### src/rtl/alu_input_ctrl_if.sv
// ALU input conditioning bus: raw switch/button levels in,
// registered operand and enable pulses out.
interface alu_input_ctrl_if #(
  parameter int NB_DATA = 8,
  parameter int N_BTN   = 3
);
  logic [NB_DATA-1:0] i_sw;
  logic [N_BTN-1:0]   i_btn;
  logic [NB_DATA-1:0] o_data;
  logic               o_enable_1;
  logic               o_enable_2;
  logic               o_enable_3;

  modport master (
    output i_sw,
    output i_btn,
    input  o_data,
    input  o_enable_1,
    input  o_enable_2,
    input  o_enable_3
  );

  modport slave (
    input  i_sw,
    input  i_btn,
    output o_data,
    output o_enable_1,
    output o_enable_2,
    output o_enable_3
  );
endinterface

### src/rtl/alu_input_ctrl.sv
// Switch sync + button debounce/edge-detect front end for the ALU.
// ALU_INPUT_ONEHOT_EN: force enables one-hot, lowest index wins.
module alu_input_ctrl #(
  parameter int NB_DATA         = 8,
  parameter int N_BTN           = 3,
  parameter int DEBOUNCE_CYCLES = 1000000,
  parameter int NB_CNT          = 20
) (
  input logic              i_clk,
  input logic              i_reset,
  alu_input_ctrl_if.slave  bus
);

  localparam logic [NB_CNT-1:0] CNT_MAX =
    NB_CNT'(DEBOUNCE_CYCLES - 1);

  logic [NB_DATA-1:0] sw_s1;
  logic [NB_DATA-1:0] sw_s2;
  logic [NB_DATA-1:0] data_q;
  logic [N_BTN-1:0]   btn_s1;
  logic [N_BTN-1:0]   btn_s2;
  logic [N_BTN-1:0]   stable;
  logic [N_BTN-1:0]   stable_d;
  logic [N_BTN-1:0]   pulse;
  logic [N_BTN-1:0]   pulse_sel;
  logic [N_BTN-1:0]   en_q;
  logic [NB_CNT-1:0]  cnt [N_BTN];

  // two-flop synchronizers plus the operand output register
  always_ff @(posedge i_clk or negedge i_reset) begin
    if (!i_reset) begin
      sw_s1  <= '0;
      sw_s2  <= '0;
      data_q <= '0;
      btn_s1 <= '0;
      btn_s2 <= '0;
    end else begin
      sw_s1  <= bus.i_sw;
      sw_s2  <= sw_s1;
      data_q <= sw_s2;
      btn_s1 <= bus.i_btn;
      btn_s2 <= btn_s1;
    end
  end

  // accept a new button level only after it holds for the full window
  always_ff @(posedge i_clk or negedge i_reset) begin
    if (!i_reset) begin
      stable <= '0;
      for (int k = 0; k < N_BTN; k++) begin
        cnt[k] <= '0;
      end
    end else begin
      for (int k = 0; k < N_BTN; k++) begin
        if (btn_s2[k] == stable[k]) begin
          cnt[k] <= '0;
        end else if (cnt[k] == CNT_MAX) begin
          stable[k] <= btn_s2[k];
          cnt[k]    <= '0;
        end else begin
          cnt[k] <= cnt[k] + 1'b1;
        end
      end
    end
  end

  // rising edge of the debounced level, optionally reduced to one-hot
  always_comb begin
    pulse     = stable & ~stable_d;
`ifdef ALU_INPUT_ONEHOT_EN
    pulse_sel = pulse & (~pulse + {{(N_BTN-1){1'b0}}, 1'b1});
`else
    pulse_sel = pulse;
`endif
  end

  // register the enable pulses so they last exactly one cycle
  always_ff @(posedge i_clk or negedge i_reset) begin
    if (!i_reset) begin
      stable_d <= '0;
      en_q     <= '0;
    end else begin
      stable_d <= stable;
      en_q     <= pulse_sel;
    end
  end

  assign bus.o_data     = data_q;
  assign bus.o_enable_1 = en_q[0];
  assign bus.o_enable_2 = en_q[1];
  assign bus.o_enable_3 = en_q[2];

endmodule

### src/flat_wrapper.sv
// flat-port wrapper written by rule: the top's interface ports become plain ports
module alu_input_ctrl_flat 
#(
  parameter int NB_DATA         = 8,
  parameter int N_BTN           = 3,
  parameter int DEBOUNCE_CYCLES = 1000000,
  parameter int NB_CNT          = 20
)
  (i_clk, i_reset, bus_i_sw, bus_i_btn, bus_o_data, bus_o_enable_1, bus_o_enable_2, bus_o_enable_3);
  alu_input_ctrl_if #(.NB_DATA(NB_DATA), .N_BTN(N_BTN)) bus_i ();
  input logic i_clk;
  input logic i_reset;
  input wire logic [$bits(bus_i.i_sw)-1:0] bus_i_sw;
  input wire logic [$bits(bus_i.i_btn)-1:0] bus_i_btn;
  output wire logic [$bits(bus_i.o_data)-1:0] bus_o_data;
  output wire logic [$bits(bus_i.o_enable_1)-1:0] bus_o_enable_1;
  output wire logic [$bits(bus_i.o_enable_2)-1:0] bus_o_enable_2;
  output wire logic [$bits(bus_i.o_enable_3)-1:0] bus_o_enable_3;
  assign bus_i.i_sw = bus_i_sw;
  assign bus_i.i_btn = bus_i_btn;
  assign bus_o_data = bus_i.o_data;
  assign bus_o_enable_1 = bus_i.o_enable_1;
  assign bus_o_enable_2 = bus_i.o_enable_2;
  assign bus_o_enable_3 = bus_i.o_enable_3;
  alu_input_ctrl #(.NB_DATA(NB_DATA), .N_BTN(N_BTN), .DEBOUNCE_CYCLES(DEBOUNCE_CYCLES), .NB_CNT(NB_CNT)) u_core (.i_clk(i_clk), .i_reset(i_reset), .bus(bus_i));
endmodule
### config.mk
export PLATFORM = sky130hd
export DESIGN_NAME = alu_input_ctrl_flat
export DESIGN_NICKNAME = d
export VERILOG_FILES = /design/src/rtl/alu_input_ctrl_if.sv /design/src/rtl/alu_input_ctrl.sv /design/src/flat_wrapper.sv
export SDC_FILE = /design/constraint.sdc
export NUM_CORES = 1
export LEC_CHECK = 0
export ABC_AREA = 1
export BUFFER_PORTS_ARGS = -buffer_cell sky130_fd_sc_hd__buf_2
export CAP_MARGIN = 0
export CORE_AREA = 5 5 111 113
export CTS_BUF_LIST = sky130_fd_sc_hd__clkbuf_2
export DETAILED_ROUTE_END_ITERATION = 6
export DIE_AREA = 0 0 116 118
export GPL_TIMING_DRIVEN = 0
export PLACE_DENSITY = 0.6
export SETUP_SLACK_MARGIN = 0.5
export SLEW_MARGIN = 10
export SYNTH_ARGS = -nofsm -noshare
export SYNTH_HDL_FRONTEND = slang
export SYNTH_SLANG_ARGS = --single-unit
### constraint.sdc
create_clock -name i_clk -period 2.8 [get_ports i_clk]
set_input_delay 0.42 -clock i_clk [delete_from_list [all_inputs] [get_ports i_clk]]
set_output_delay 0.42 -clock i_clk [all_outputs]
set_load 0.02 [all_outputs]
==> results.sh <==
export IMPL_synth_avg_cell_area_um2=9.00
export IMPL_end_kind="primary output"
export IMPL_routedWlPerCell_um=12.3
export IMPL_crit_chain="buf_2"
export IMPL_internal_power_mw=1.72
export IMPL_p_comb_share_pct=4.9
export IMPL_post_route_drc_count=0
export IMPL_critical_path_class="flip-flop to primary output"
export IMPL_track_usage_pct=14.3
export IMPL_htreeDepth=3
export IMPL_drtAntennaViolNets=0
export IMPL_p_leak_nw=2.29
export IMPL_tightest_slew_ns=0.482
export IMPL_grt_pass1_wl_mm=15.6
export IMPL_powerDensity_nw_per_um2=444
export IMPL_yosysWarnings=0
export IMPL_tritoncts="built"
export IMPL_grt_antenna_before_repair=0
export IMPL_diodes=0
export IMPL_fin_tns_setup_ns=0
export IMPL_hold_viol_final=0
export IMPL_stdcell_count=706
export IMPL_mostFrequentLayoutCell="nor2_1"
export IMPL_num_fill_cells=1098
export IMPL_post_cts_resized=0
export IMPL_synthCells=511
export IMPL_r2r_end="u_core.cnt[58]"
export IMPL_path_buf_inv=1
export IMPL_grt_setup_unrepaired="false"
export IMPL_r2r_start="u_core.cnt[40]"
export IMPL_setup_viol=0
export IMPL_synthesis_area_um2=4600
export IMPL_slew_viol_final=0
export IMPL_fin_skew_ns=0.0248
export IMPL_final_nets=574
export IMPL_post_route_min_period_ns=1.64
export IMPL_max_freq_mhz=611
export IMPL_cts_buffers=9
export IMPL_cts_root_buffer="clkbuf_2"
export IMPL_cap_violations=0
export IMPL_dieHeight_um=118
export IMPL_grt_max_degree=65
export IMPL_status="completed"
export IMPL_dieWidth_um=116
export IMPL_gp_congestion=0.849
export IMPL_ios=24
export IMPL_routed_wl_mm=8.66
export IMPL_crit_path_max_incr_delay_ns=0.46
export IMPL_drive_above_1_share_pct=17.8
export IMPL_period_share_pct=58.4
export IMPL_syn2layout_area_growth_pct=12.1
export IMPL_slew_headroom_pct=67.9
export IMPL_slowest_stage="dfrtp_1"
export IMPL_crit_arrival_ns=1.22
export IMPL_drt_iter0_markers=179
export IMPL_switchingPower_mw=0.574
export IMPL_grt_overflow_total=0
export IMPL_synth_seq_area_share_pct=53.9
export IMPL_p_sw_share_pct=25.1
export IMPL_worst_r2r_cell_count=8
export IMPL_hold_class="primary input to async pin"
export IMPL_critical_path_top_delay_family="flip-flops"
export IMPL_critPathLaunchType="flip-flop"
export IMPL_grt_pass1_vias=3310
export IMPL_synth_seq_cells=99
export IMPL_fp_coreArea_um2=11200
export IMPL_final_cell_mix="nor2_1, dfrtp_1, nand2_1, inv_1, nand3_1"
export IMPL_r2r_slack_ns=1.31
export IMPL_synth_fp_nets=527
export IMPL_cts_max_path_buffers=2
export IMPL_via_per_inst=4.71
export IMPL_num_vias=3325
export IMPL_clock_latency_ns=0.60
export IMPL_row_count=39
export IMPL_portBuffers=23
export IMPL_cp_required_ns=2.38
export IMPL_clkPwrFrac_pct=30.4
export IMPL_pwr_share_seq_pct=64.7
export IMPL_firstDrtPassIters=4
export IMPL_clk_pin_slew_ns=0.27
export IMPL_path_max_fanout=1
export IMPL_placed_cells=678
export IMPL_clkSinkCount=99
export IMPL_synth_cell_type_count=28
export IMPL_initial_core_util_pct=41.0
export IMPL_dp_hpwl_mm=6.24
export IMPL_post_cts_setup_buffers=0
export IMPL_die_area_um2=13700
export IMPL_ir_drop_mv=0.290
repair_timing:
item / CTS / global route
endpoints found under the setup margin: 0 / 0
hold endpoints to repair: 46 / 0
hold buffers: 12 / 0
per-stage QoR:
stage	setup WS [ns]	hold WS (ns)	util [%]	instance area [µm²]	power, mW
after floorplan	1.54	0.124	-	4600	1.55
after global placement	0.288	0.333	43.6	4890	1.60
after detailed placement	1.31	0.335	43.9	4920	1.61
after CTS	1.10	0.224	46.0	5160	2.33
after global routing	1.06	0.253	46.0	5160	2.42
final	1.16	0.276	46.0	5160	2.29
area by class of cell:
class	count	area [µm²]	share of cell area, %
Clock inverter	6	63.8	1.24
Timing Repair Buffer	36	265	5.14
Inverter	52	195	3.78
Tap cell	143	179	3.47
Sequential cell	99	2480	48.0
Multi-Input combinational cell	359	1920	37.3
Clock buffer	10	50.0	0.970
Buffer	1	3.75	0.0728
flip-flops by register name (all words and copies together) (netlist names):
signal             flops
u_core.btn_s2          3
u_core.en_q            3
u_core.sw_s1           8
u_core.sw_s2           8
u_core.stable_d        3
u_core.bus.o_data      8
u_core.stable          3
u_core.btn_s1          3
u_core.cnt            60
logic make-up after synthesis:
| group | synth area share [%] |
|---|---|
| compound gates | 2.64 |
| xor+xnor | 6.80 |
| fa+ha+maj | 0.816 |
| buf+inv | 4.33 |
| flops | 53.9 |
| simple gates | 31.6 |
power by group through the flow:
stage               registers, mW  logic (mW)  clock network, mW
finish                       1.48       0.113              0.695
global route                 1.49       0.132              0.798
CTS                          1.48       0.118              0.734
detailed placement           1.51       0.104                  0
global placement             1.51      0.0973                  0
floorplan                    1.51      0.0375                  0
worst max path at each step:
stage	from	to	slack, ns	cells after the start
after CTS	u_core.bus.o_data[1]	bus_o_data[1]	1.10	1
after global routing	u_core.bus.o_data[1]	bus_o_data[1]	1.06	1
after detailed placement	u_core.cnt[0]	u_core.cnt[9]	1.31	6
final	u_core.bus.o_data[1]	bus_o_data[1]	1.16	1
after floorplan	u_core.cnt[0]	u_core.cnt[18]	1.54	6
after global placement	i_reset	u_core.cnt[5]	0.29	1
layer usage:
metal	part of all wire, %	vias up	track usage (%)
met5	0	-	0
met4	0.99	0	3.70
met3	5.5	8	4.78
met2	45	67	21.4
met1	49	1560	19.8
li1	-	1690	-
cells in the mapped netlist (all sizes together):
master  count  area [µm²]
nor2      140         636
o21ai       8        40.0
a21oi       8        40.0
xor2       22         208
nand3b      5        41.3
nor3        7        40.0
nand3      44         263
nand4      10        62.6
dfrtp      99        2480
nand2      94         403
and2        1        6.26
inv        52         195
ha          3        37.5
xnor2      12         105
clkbuf      1        3.75
o21bai      5        41.3
Power figures use the tool's default switching activity.
